===== src/rtl/spi_pkg.sv =====
// Shared SPI link definitions: receiver FSM states and frame geometry.
// Latency: n/a (types and constants only).
// Backpressure: n/a.
package spi_pkg;

  // Frame geometry, identical on the master side.
  localparam int DATA_W_DEF     = 8;
  localparam int LEAD_EDGES_DEF = 1;

  // Flops in each input synchronizer chain.
  localparam int SYNC_STAGES    = 2;

  typedef enum logic [1:0] {
    IDLE  = 2'd0,
    LEAD  = 2'd1,
    SHIFT = 2'd2,
    DONE  = 2'd3
  } rx_state_t;

endpackage


===== src/rtl/spi_sync.sv =====
// N-stage synchronizer for one asynchronous input bit.
// Latency: STAGES clk cycles from input change to q.
// Backpressure: none, free-running.
module spi_sync #(
  parameter int   STAGES  = 2,
  parameter logic RST_VAL = 1'b0
) (
  input  logic clk,
  input  logic rst,
  input  logic d,
  output logic q
);

  logic [STAGES-1:0] ff;

  // Shift the raw input through the chain; reset to the line's idle level.
  always_ff @(posedge clk) begin
    if (!rst) begin
      ff <= {STAGES{RST_VAL}};
    end else begin
      ff <= {ff[STAGES-2:0], d};
    end
  end

  assign q = ff[STAGES-1];

endmodule


===== src/rtl/spi_receiver.sv =====
// Oversampled SPI slave receive path: LSB-first frames to parallel bytes with valid/ready.
// Latency: dout_valid rises on the 3rd clk edge after the raw sclk fall carrying the last bit.
// Backpressure: a byte completing while dout is still pending is dropped and overrun is set.
module spi_receiver
  import spi_pkg::*;
#(
  parameter int DATA_W     = DATA_W_DEF,
  parameter int LEAD_EDGES = LEAD_EDGES_DEF
) (
  input  logic              clk,
  input  logic              rst,
  input  logic              sclk,
  input  logic              cs_bar,
  input  logic              mosi,
  output logic [DATA_W-1:0] dout,
  output logic              dout_valid,
  input  logic              dout_ready,
  output logic              overrun,
  output logic              frame_err,
  output logic              busy
);

  localparam int BW = $clog2(DATA_W + 1);
  localparam int LW = (LEAD_EDGES < 1) ? 1 : $clog2(LEAD_EDGES + 1);
  localparam logic [BW-1:0] LAST_BIT = BW'(DATA_W - 1);
  localparam logic [LW-1:0] LEAD_LIM = LW'(LEAD_EDGES);

  logic sclk_s, cs_s, mosi_s, sclk_d, fall;
  rx_state_t state, state_nxt;
  logic [LW-1:0]     lead_cnt;
  logic [BW-1:0]     bit_cnt;
  logic [DATA_W-1:0] shreg;
  logic cnt_clr, lead_inc, shift_en, commit, ferr_set;

  spi_sync #(.STAGES(SYNC_STAGES), .RST_VAL(1'b0)) u_sync_sclk (
    .clk(clk), .rst(rst), .d(sclk), .q(sclk_s));
  spi_sync #(.STAGES(SYNC_STAGES), .RST_VAL(1'b1)) u_sync_cs (
    .clk(clk), .rst(rst), .d(cs_bar), .q(cs_s));
  spi_sync #(.STAGES(SYNC_STAGES), .RST_VAL(1'b0)) u_sync_mosi (
    .clk(clk), .rst(rst), .d(mosi), .q(mosi_s));

  // sclk history for falling-edge detection.
  always_ff @(posedge clk) begin
    if (!rst) sclk_d <= 1'b0;
    else      sclk_d <= sclk_s;
  end

  assign fall = sclk_d & ~sclk_s;

  // FSM state register.
  always_ff @(posedge clk) begin
    if (!rst) state <= IDLE;
    else      state <= state_nxt;
  end

  // Next-state: cs deassertion always wins and returns to IDLE.
  always_comb begin
    state_nxt = state;
    case (state)
      IDLE:  if (!cs_s) state_nxt = LEAD;
      LEAD:  if (cs_s) state_nxt = IDLE;
             else if (lead_cnt == LEAD_LIM) state_nxt = SHIFT;
      SHIFT: if (cs_s) state_nxt = IDLE;
             else if (fall && bit_cnt == LAST_BIT) state_nxt = DONE;
      DONE:  if (cs_s) state_nxt = IDLE;
      default: state_nxt = IDLE;
    endcase
  end

  // FSM outputs: per-state datapath strobes.
  always_comb begin
    cnt_clr  = 1'b0;
    lead_inc = 1'b0;
    shift_en = 1'b0;
    commit   = 1'b0;
    ferr_set = 1'b0;
    busy     = (state != IDLE);
    case (state)
      IDLE:  cnt_clr = 1'b1;
      LEAD:  lead_inc = !cs_s && fall && (lead_cnt != LEAD_LIM);
      SHIFT: begin
        if (cs_s) begin
          ferr_set = (bit_cnt != '0);
        end else if (fall) begin
          shift_en = 1'b1;
          commit   = (bit_cnt == LAST_BIT);
        end
      end
      DONE:  ferr_set = fall;
      default: cnt_clr = 1'b1;
    endcase
  end

  // Counters, shift register and output byte with valid/ready and overrun tracking.
  always_ff @(posedge clk) begin
    if (!rst) begin
      lead_cnt   <= '0;
      bit_cnt    <= '0;
      shreg      <= '0;
      dout       <= '0;
      dout_valid <= 1'b0;
      overrun    <= 1'b0;
      frame_err  <= 1'b0;
    end else begin
      frame_err <= ferr_set;
      if (cnt_clr) begin
        lead_cnt <= '0;
        bit_cnt  <= '0;
        shreg    <= '0;
      end
      if (lead_inc) lead_cnt <= lead_cnt + LW'(1);
      if (shift_en) begin
        shreg   <= {mosi_s, shreg[DATA_W-1:1]};
        bit_cnt <= bit_cnt + BW'(1);
      end
      if (commit) begin
        // A handshake in the same cycle frees the slot for the new byte.
        if (!dout_valid || dout_ready) begin
          dout       <= {mosi_s, shreg[DATA_W-1:1]};
          dout_valid <= 1'b1;
        end else begin
          overrun <= 1'b1;
        end
      end else if (dout_valid && dout_ready) begin
        dout_valid <= 1'b0;
      end
    end
  end

endmodule


===== config.mk =====
export PLATFORM = sky130hd
export DESIGN_NAME = spi_receiver
export DESIGN_NICKNAME = d
export VERILOG_FILES = /design/src/rtl/spi_pkg.sv /design/src/rtl/spi_sync.sv /design/src/rtl/spi_receiver.sv
export SDC_FILE = /design/constraint.sdc
export NUM_CORES = 1
export LEC_CHECK = 0
export CAP_MARGIN = 20
export CORE_MARGIN = 10
export CORE_UTILIZATION = 50
export DETAILED_ROUTE_END_ITERATION = 7
export GPL_TIMING_DRIVEN = 0
export PLACE_DENSITY = 0.71
export RECOVER_POWER = 50
export SLEW_MARGIN = 5
export SYNTH_ARGS = -nofsm -noshare
export SYNTH_HDL_FRONTEND = slang
export SYNTH_SLANG_ARGS = --single-unit
export TNS_END_PERCENT = 5

===== constraint.sdc =====
create_clock -name clk -period 2.2 [get_ports clk]
set_clock_uncertainty 0.2 [all_clocks]
set_input_delay 0.44 -clock clk [delete_from_list [all_inputs] [get_ports clk]]
set_output_delay 0.44 -clock clk [all_outputs]
set_load 0.02 [all_outputs]

### After elaboration in Yosys (flattened, before gate mapping)

Index checks and enable logic that the tools add are counted.

* output and inout port bits: 12
* word-level logic and storage cells: 70
* bits in registers: 33
* input port bits: 6

* add/sub/neg operators: 2
* bitwise operators: 4
* multiplexer cells: 26
* equality and inequality tests: 9
* reductions and logical operators: 17

Operator list (number)
* 8-bit 2-to-1 mux: 2
* 1-bit 2-to-1 mux: 14
* 2-bit 2-to-1 mux: 6
* 4-bit 2-to-1 mux: 2
* 2-bit one-hot mux with 4 select lines: 1
* 2-bit nonzero test: 4
* 3-bit by 2-bit != test with 1-bit output, second input constant: 2
* 2-bit AND reduction: 3
* 4-bit by 1-bit adder with 4-bit output, second input constant: 1
* 2-bit == test, second input constant: 2
* 4-bit by 3-bit == test with 1-bit output, second input constant: 1
* 1-bit logical AND: 4
* 2-bit by 1-bit != test with 1-bit output, second input constant: 2
* 4-bit AND reduction: 1
* 4-bit nonzero test: 1
* 1-bit inverter: 3
* 2-bit by 1-bit == test with 1-bit output, second input constant: 1
* 1-bit logical NOT: 2
* 2-bit logical NOT: 1
* 2-bit != test, second input constant: 1
* 1-bit one-hot mux with 2 select lines: 1
* 1-bit adder, second input constant: 1
* 1-bit bitwise AND: 1
* 1-bit logical OR: 1

### Depth between registers and ports, before layout

Gate-level depths: netlist of run 1.

* depth in word-level cells: 7
* gate-level depth with buffers: 5
* mapped depth without buffers: 5

### Modules after synthesis

Synthesis of run 1 repeated with hierarchy kept, for this count alone.

* cell total of the unflattened synthesis: 143
* area total of the unflattened synthesis: 1295.0 µm²

By module, submodules not included
* spi_receiver: cells each 131, area an instance 1137.3 µm², instances 1, sequential area each 520.5 µm²
* spi_sync: cells each 4, area an instance 52.6 µm², instances 3, sequential area each 40.0 µm²

### Worst setup path before layout of run 1

No wires, ideal clock.

* kind: register to register
* start: register bit_cnt[0]
* end: register dout[0]
* setup time: 72 ps
* arrival time: 1479 ps
* data required time: 1928 ps
* path slack: 450 ps
* clock period less this slack: 1750 ps
* buffers on the path: 1
* cell stages (with the launch flop): 6
* cell sequence: dfxtp_1 ha_1 nor4bb_1 and4_1 buf_4 mux2i_1

* longest elaborated chain between the ends: 5

RTL lines
* start: declaration: line spi_receiver.sv:31 `logic [BW-1:0] bit_cnt;`
* start signal: assignment: line spi_receiver.sv:114 `bit_cnt <= bit_cnt + BW'(1);`
* 4-bit by 3-bit == test with 1-bit output: line spi_receiver.sv:86 `commit = (bit_cnt == LAST_BIT);`
* 1-bit 2-to-1 mux: line spi_receiver.sv:84 `end else if (fall) begin`
* 1-bit 2-to-1 mux: line spi_receiver.sv:82 `if (cs_s) begin`
* 1-bit 2-to-1 mux: line spi_receiver.sv:78 `case (state)`
* 2-bit AND reduction (no source line)
* end signal: assignment: line spi_receiver.sv:119 `dout <= {mosi_s, shreg[DATA_W-1:1]};`
* end: declaration: line spi_receiver.sv:15 `output logic [DATA_W-1:0] dout,`

No other way between the ends.
A chain may end at the register's enable or synchronous reset.

### Worst setup path in the final report of run 1

* start: register state[1]
* end: output port busy

* longest elaborated chain between the ends: 1

RTL lines
* start: declaration: line spi_receiver.sv:29 `rx_state_t state, state_nxt;`
* start signal: assignment: line spi_receiver.sv:53 `else state <= state_nxt;`
* 2-bit nonzero test: line spi_receiver.sv:77 `busy = (state != IDLE);`
* end: declaration: line spi_receiver.sv:20 `output logic busy`

No other way between the ends.

==> results of run 1 <==
worst max-delay path by stage:
| stage | startpoint | to | slack (ns) | cells after the start |
|---|---|---|---|---|
| floorplan | bit_cnt[0] | dout[0] | 0.45 | 5 |
| global placement | state[0] | busy | -0.06 | 3 |
| detailed placement | state[1] | busy | -0.09 | 3 |
| CTS | state[1] | busy | 0.04 | 2 |
| global route | bit_cnt[1] | dout[3] | 0.08 | 5 |
| finish | state[1] | busy | 0.16 | 2 |
critical path, delay by kind of cell, from the launching register on:
kind | cells | cell delay, ns
simple gates | 1 | 0.25
flops | 1 | 0.47
buf+inv | 1 | 0.35
repair_timing:
action | in CTS | in global routing
gates resized for setup | 1 | 2
setup endpoints to repair | 1 | 5
hold endpoints to repair | 0 | 0
through the flow:
step                      setup WS [ns]  utilization [%]  hold WS [ns]  total power (W)  std cells
after floorplan                   0.450                -         0.186         0.000618        143
after global placement          -0.0650             60.3         0.192         0.000632        189
after detailed placement        -0.0940             60.3         0.201         0.000633        189
after CTS                        0.0418             62.0         0.203         0.000935        195
after global routing             0.0791             62.3         0.228         0.000957        195
final                             0.159             62.3         0.210         0.000928        195
cells by family after synthesis:
| family | Yosys count | synth area share, % |
|---|---|---|
| AND/OR/NAND/NOR | 57 | 23.0 |
| flip-flops | 32 | 49.4 |
| AO/OA/AOI/OAI | 29 | 14.8 |
| buffers and inverters | 15 | 4.73 |
| multiplexers | 8 | 6.18 |
| adder cells (fa/ha/maj) | 2 | 1.93 |
cell usage in the layout, fill, tap and decap left out, drive strengths merged, types with 2 or more instances in the layout:
cell type	count
a31oi	2
nand2b	4
ha	2
and2	5
nand3	11
mux2i	8
inv	5
clkbuf	13
dfxtp	32
clkdlybuf4s50	14
nand2	21
buf	2
nor2	3
a21oi	12
nor2b	3
nand4b	2
o211ai	10
metal layers:
layer,wire length [um],part of all wire (%)
met1,1190,42
met2,1310,47
met3,263,9.4
met4,40,1.4
met5,0,0
registers in the layout, indices dropped and copies added (netlist names):
name	count
overrun	1
bit_cnt	4
state	2
lead_cnt	1
u_sync_mosi.ff	2
sclk_d	1
dout	8
u_sync_sclk.ff	2
u_sync_cs.ff	2
shreg	7
dout_valid	1
frame_err	1
power breakdown:
part / total, W / switching, W / internal (W)
clock: 0.000309 / 0.000192 / 0.000117
sequential: 0.000589 / 0.00000404 / 0.000585
combinational: 0.0000300 / 0.0000176 / 0.0000124
area by class of cell:
type,count,area (um^2),share of cell area [%]
clock buffer,6,41.3,2.68
sequential,32,641,41.5
clock inverter,1,5.00,0.324
multi-input combinational,96,603,39.1
tap,30,37.5,2.43
inverter,5,18.8,1.22
timing repair buffer,16,159,10.3
buffer,9,37.5,2.43
==> out/metrics.yaml, run 1 <==
synth-seq-cells: 32
die_x_um: 70.9
hold_class: "input pin to flop"
synth_top_area_share_pct: 49.4
setup_tns_ns: 0
async_flop_share_pct: 0
cts-buffers-inserted: 5
cp_slowest_stage_delay_ns: 0.47
layout.nets: 173
ys.flop_type: "dfxtp_1"
grt_usage_pct: 11.9
synth_common_cells: "dfxtp_1, nand2_1, a21oi_1"
grt.busiest_layer: "met2"
slew_headroom_pct: 68.3
dp_hpwl_um: 1970
syn_to_final_growth_pct: 19.0
syn_inst: 143
rr_startpoint: "bit_cnt[1]"
antenna_found_initial: 0
cts_tree: "done"
status: "finished clean"
cp_cell_sequence: "or2_4, dlygate4sd2_1"
dieArea_um2: 5030
required_ns: 1.56
dieHeight_um: 70.9
grt_first_pass_wirelength_um: 4960
grtUsageMet1_pct: 12.0
post-cts-setup-buffers: 0
port_buffers: 16
drive_gt1_share_pct: 5.45
ys_warn_count: 0
end_kind: "primary output"
fp.coreArea_um2: 2480
yosysUniqueCellTypes: 31
place_congestion: 0.717
fp-row-count: 18
clock-sinks: 32
grt_util_met2_pct: 19.4
rsz0062_at_grt: "no"
slowest_stage: "dfxtp_1"
routed_via_density: 5.72
ios: 18
syn_area_um2: 1300
diodes: 0
crit_fanout: 12
maxSlewViolCount: 0
synth_edf_count: 0
rr_worst_depth: 5
drc: 0
route.detailed.wl_per_inst_um: 14.4
syn_avg_cell_area_um2: 9.06
powerDensity_nw_per_um2: 602
drv_cap: 0
timing.rr.end: "dout[3]"
fillers: 232
yosysMostFrequentCell: "dfxtp_1"
clk_pin_slew_ns: 0.10
cts_root_buffer: "clkbuf_4"
setup_violations: 0
cts.path.max_buffers: 2
hold_path_depth: 2
grtUsageMet3_pct: 7.81
cts_hold_repair.buffers: 0
wl_um: 2800
overflow: 0
htree_levels: 2
yosysSeqAreaShare_pct: 49.4
min_from: "rst"
synth_fp_nets: 151
post-route-period-util_pct: 92.8
final_area_um2: 1540
clock_latency_ns: 0.33
first_global_vias: 1099
grt_max_degree: 13
hold_viol: 0
vias: 1115
fmax_mhz: 490
yosysTopAreaCell: "dfxtp_1"
worstSetupPathType: "flop to primary output"
drtIter0Drc: 84
start_util_pct: 52.3
ir_drop_v: 0.000543
fin_crit_ns: 2.04
drtAntennaViolNets: 0
worst_setup_path_start_kind: "flop"
drtPass1Iterations: 4
synth_area_leaders: "dfxtp_1, mux2i_1, nand2_1"
hold-path-endpoint: "u_sync_cs.ff[1]"
worst_pin_slew_ns: 0.476
placed_area_um2: 1490
arrival_ns: 1.40
reg2reg_setup_slack_ns: 0.20
leakagePower_nw: 0.510
(Power assumes the default switching activity.)
==> run 2: changes to the inputs <==
- CORE_UTILIZATION: 50 -> 45
- PLACE_DENSITY: 0.71 -> 0.65
- SETUP_SLACK_MARGIN: not set -> 0.15
==> out/metrics.yaml, run 2 (same netlist as run 1, synthesis figures left out) <==
leakagePower_nw: 0.521  # was 0.510 nW
crit_fanout: 12  # unchanged
drtPass1Iterations: 4  # unchanged
final_common_cell: "dfxtp_1"  # unchanged
rr_worst_depth: 5  # unchanged
clock-sinks: 32  # unchanged
port_buffers: 16  # unchanged
syn_to_final_growth_pct: 21.1  # was 19.0%
stdcell_count: 197  # was 195
reg_top3: "dout (8), shreg (7), bit_cnt (4)"  # unchanged
arrival_ns: 1.37  # was 1.40 ns
route.detailed.wl_per_inst_um: 14.5  # was 14.4 um
final_area_um2: 1570  # was 1540 um^2
cts_tree: "done"  # unchanged
diodes: 0  # unchanged
cts_root_buffer: "clkbuf_4"  # unchanged
worst_pin_slew_ns: 0.456  # was 0.476 ns
fmax_mhz: 497  # was 490 MHz
grt_first_pass_wirelength_um: 5060  # was 4960 um
rsz0062_at_grt: "yes"  # was no
fp-row-count: 19  # was 18
vias: 1060  # was 1115
end_kind: "primary output"  # unchanged
fillers: 252  # was 232
timing.rr.end: "dout[3]"  # unchanged
required_ns: 1.56  # about the same
clk_pin_slew_ns: 0.10  # about the same
clock_latency_ns: 0.34  # was 0.33 ns
mostFrequentLayoutCells: "dfxtp_1, nand2_1, clkdlybuf4s50_1, a21oi_1, nand3_1"  # unchanged
drive_gt1_share_pct: 7.83  # was 5.45%
dp_hpwl_um: 2050  # was 1970 um
hold-path-endpoint: "u_sync_cs.ff[0]"  # was u_sync_cs.ff[1]
multiInputGateArea_um2: 612  # was 603 um^2
dieHeight_um: 73.7  # was 70.9 um
cts-buffers-inserted: 5  # unchanged
drv_cap: 0  # unchanged
drtAntennaViolNets: 0  # unchanged
post-route-period-util_pct: 91.5  # was 92.8%
status: "finished clean"  # unchanged
overflow: 0  # unchanged
fp.coreArea_um2: 2760  # was 2480 um^2
dieArea_um2: 5430  # was 5030 um^2
ios: 18  # unchanged
rr_startpoint: "bit_cnt[0]"  # was bit_cnt[1]
min_from: "rst"  # unchanged
drc: 0  # unchanged
drtIter0Drc: 93  # was 84
grt_usage_pct: 11.9  # about the same
first_global_vias: 1113  # was 1099
wl_um: 2860  # was 2800 um
routed_via_density: 5.38  # was 5.72
regArea_um2: 643  # was 641 um^2
setup_tns_ns: 0  # unchanged
start_util_pct: 47.0  # was 52.3%
worst_setup_path_start_kind: "flop"  # unchanged
ir_drop_v: 0.000448  # was 0.000543 V
hold_viol: 0  # unchanged
reg2reg_setup_slack_ns: 0.27  # was 0.20 ns
layout.nets: 173  # unchanged
powerDensity_nw_per_um2: 622  # was 602 nW/um^2
htree_levels: 2  # unchanged
finish.utilization_pct: 56.9  # was 62.3%
fin_crit_ns: 2.01  # was 2.04 ns
dpl.cell_count: 190  # was 189
cts.path.max_buffers: 2  # unchanged
slew_headroom_pct: 69.5  # was 68.3%
setup_violations: 0  # unchanged
place_congestion: 0.814  # was 0.717
worstSetupPathType: "flop to primary output"  # unchanged
totalPowerFinal_w: 0.000977  # was 0.000928 W
largest_reg_flops: 8  # unchanged
largest_register: "dout"  # unchanged
hold_path_depth: 2  # unchanged
hold_class: "input pin to flop"  # unchanged
die_x_um: 73.7  # was 70.9 um
maxSlewViolCount: 0  # unchanged
antenna_found_initial: 0  # unchanged
placed_area_um2: 1500  # was 1490 um^2
grt_max_degree: 13  # unchanged
run 2: final cells by class:
type	instances	area share, %
Clock inverter	2	0.637
Timing Repair Buffer	16	10.1
Multi-Input combinational cell	96	39.0
Buffer	9	2.39
Sequential cell	32	41.0
Clock buffer	6	3.27
Inverter	5	1.20
Tap cell	31	2.47
run 2: power breakdown:
group	total (W)	switching (W)	internal, W
Combinational	0.0000294	0.0000170	0.0000125
Sequential	0.000589	0.00000435	0.000585
Clock	0.000358	0.000206	0.000152
Total	0.000977	0.000227	0.000749
run 2: what timing repair did:
item                       in CTS  in global routing
hold buffers                    0                  0
pin swaps                       0                  0
buffers inserted                0                  0
resized for setup               4                  3
setup endpoints to repair       3                  8
run 2: critical path, cell delays in order (launching register included):
cell,delay [ns]
dfxtp_2,0.38
or2_4,0.32
dlygate4sd2_1,0.34
run 2: through the flow:
step | setup WS, ns | hold slack [ns]
3_5_place_dp | -0.0868 | 0.204
4_1_cts | 0.143 | 0.196
5_1_grt | 0.132 | 0.222
6_report | 0.186 | 0.203
2_1_floorplan | 0.450 | 0.186
3_3_place_gp | -0.0794 | 0.202
run 2: layer usage:
| layer | wire length (um) | vias to the layer above | GRT usage [%] |
|---|---|---|---|
| met5 | 0 | - | 0 |
| met4 | 71 | 0 | 8.28 |
| met3 | 198 | 8 | 5.11 |
| met2 | 1320 | 23 | 18.1 |
| met1 | 1270 | 483 | 12.9 |
| li1 | - | 546 | - |
run 2: how the worst max path moves through the flow:
stage,startpoint,endpoint,cells after the start
floorplan,bit_cnt[0],dout[0],5
global placement,state[0],busy,3
detailed placement,state[0],busy,3
CTS,state[1],busy,2
global route,bit_cnt[0],dout[3],5
finish,state[1],busy,2
==> run 3: changes to the inputs <==
- CORE_UTILIZATION: 45 -> 52
- PLACE_DENSITY: 0.65 -> 0.73
==> out/metrics.yaml, run 3 (same netlist as run 1, synthesis figures left out) <==
status: "finished clean"  # unchanged
vias: 1092  # was 1060
hold_viol: 0  # unchanged
cts.path.max_buffers: 2  # unchanged
layout.nets: 173  # unchanged
diodes: 0  # unchanged
overflow: 0  # unchanged
wl_um: 2790  # was 2860 um
antenna_found_initial: 0  # unchanged
rsz0062_at_grt: "yes"  # unchanged
drtPass1Iterations: 4  # unchanged
hold_ws_ns: 0.199  # was 0.203 ns
grt.busiest_layer: "met2"  # unchanged
cts_hold_repair.buffers: 0  # unchanged
largest_reg_flops: 8  # unchanged
ir_drop_v: 0.000523  # was 0.000448 V
grtUsageMet1_pct: 12.7  # was 12.9%
totalPowerFinal_w: 0.000922  # was 0.000977 W
end_kind: "primary output"  # unchanged
die_x_um: 69.9  # was 73.7 um
crit_buf_inv: 1  # unchanged
place_congestion: 0.761  # was 0.814
grt_max_degree: 13  # unchanged
setup_tns_ns: 0  # unchanged
drtIter0Drc: 81  # was 93
finish.utilization_pct: 63.5  # was 56.9%
first_global_vias: 1126  # was 1113
drive_gt1_share_pct: 6.06  # was 7.83%
drtAntennaViolNets: 0  # unchanged
grtUsageMet3_pct: 6.07  # was 5.11%
drv_cap: 0  # unchanged
largest_register: "dout"  # unchanged
reg_top3: "dout (8), shreg (7), bit_cnt (4)"  # unchanged
worst_setup_path_start_kind: "flop"  # unchanged
powerDensity_nw_per_um2: 597  # was 622 nW/um^2
fp-row-count: 18  # was 19
cts_tree: "done"  # unchanged
crit_family: "flip-flops"  # unchanged
clock_latency_ns: 0.33  # was 0.34 ns
start_util_pct: 53.3  # was 47.0%
final_common_cell: "dfxtp_1"  # unchanged
drc: 0  # unchanged
maxSlewViolCount: 0  # unchanged
fmax_mhz: 485  # was 497 MHz
grt_util_met2_pct: 18.7  # was 18.1%
routed_via_density: 5.60  # was 5.38
slew_headroom_pct: 68.9  # was 69.5%
fin_crit_ns: 2.06  # was 2.01 ns
cp_slowest_stage_delay_ns: 0.48  # was 0.38 ns
syn_to_final_growth_pct: 19.1  # was 21.1%
grt_first_pass_wirelength_um: 4890  # was 5060 um
route.detailed.wl_per_inst_um: 14.3  # was 14.5 um
hold_class: "input pin to flop"  # unchanged
post-route-period-util_pct: 93.7  # was 91.5%
fp.coreArea_um2: 2430  # was 2760 um^2
arrival_ns: 1.42  # was 1.37 ns
grt_usage_pct: 11.9  # about the same
worst_pin_slew_ns: 0.466  # was 0.456 ns
ios: 18  # unchanged
cts_root_buffer: "clkbuf_4"  # unchanged
required_ns: 1.56  # about the same
leakagePower_nw: 0.512  # was 0.521 nW
cts-buffers-inserted: 5  # unchanged
port_buffers: 16  # unchanged
dieArea_um2: 4890  # was 5430 um^2
setup_violations: 0  # unchanged
mostFrequentLayoutCells: "dfxtp_1, nand2_1, clkdlybuf4s50_1, a21oi_1, nand3_1"  # unchanged
clk_pin_slew_ns: 0.09  # was 0.10 ns
slowest_stage: "dfxtp_1"  # was dfxtp_2
cp_cell_sequence: "or2_4, dlygate4sd2_1"  # unchanged
crit_fanout: 12  # unchanged
worstSetupPathType: "flop to primary output"  # unchanged
htree_levels: 2  # unchanged
dieHeight_um: 69.9  # was 73.7 um
dp_hpwl_um: 1930  # was 2050 um
clock-sinks: 32  # unchanged
[run 3: cell types whose count changed in the layout (fill, tap and decap cells not counted)]
cell and change:
clkbuf_8 -1, dfxtp_1 +1, and2_1 +1, clkinv_2 -1
nor4bb_2 +1, clkbuf_1 +1, and2_0 -1, nor4bb_4 -1
dfxtp_2 -1
[run 3: area by class of cell]
cell class	instances	area [um^2]
Fill cell	215	888
Sequential cell	32	642
Multi-Input combinational cell	96	603
Timing Repair Buffer	16	159
Clock buffer	6	41.3
Buffer	9	37.5
Tap cell	30	37.5
Inverter	5	18.8
Clock inverter	1	5.00
[run 3: what timing repair did]
item | in CTS | in global routing
setup buffers | 0 | 0
resized for setup | 2 | 3
setup endpoints to repair | 2 | 9
gates cloned | 0 | 0
[run 3: worst paths after layout]
| kind | cells past startpoint | end | slack, ns | startpoint |
|---|---|---|---|---|
| worst max-delay path | 2 | busy | 0.14 | state[1] |
| worst min-delay path | 2 | u_sync_cs.ff[1] | 0.20 | rst |
| worst max register to register | 5 | dout[4] | 0.24 | bit_cnt[1] |
| worst min register to register | 1 | u_sync_cs.ff[1] | 0.22 | u_sync_cs.ff[0] |
[run 3: where the power goes]
group          internal, W  switching, W  leakage [nW]
clock             0.000117      0.000186        0.0281
sequential        0.000585    0.00000409         0.260
combinational    0.0000125     0.0000174         0.224
total             0.000715      0.000208         0.512
[run 3: stage by stage]
step | cell area (um^2) | std cells | setup WS [ns]
3_5_place_dp | 1490 | 189 | -0.0879
3_3_place_gp | 1490 | 189 | -0.0667
4_1_cts | 1540 | 195 | 0.148
6_report | 1540 | 195 | 0.140
2_1_floorplan | 1300 | 143 | 0.450
5_1_grt | 1540 | 195 | 0.0661
[run 3: worst register-to-register path, stage by stage (launching register included)]
cell and delay [ns]:
dfxtp_1 0.39, ha_1 0.23, nor4bb_2 0.41, and4_1 0.26, buf_4 0.20, mux2i_1 0.20
[run 3: per-layer routing]
metal | up-vias | part of all wire, %
li1 | 546 | -
met1 | 513 | 43
met2 | 26 | 47
met4 | 0 | 1.9
met5 | - | 0
met3 | 7 | 7.6
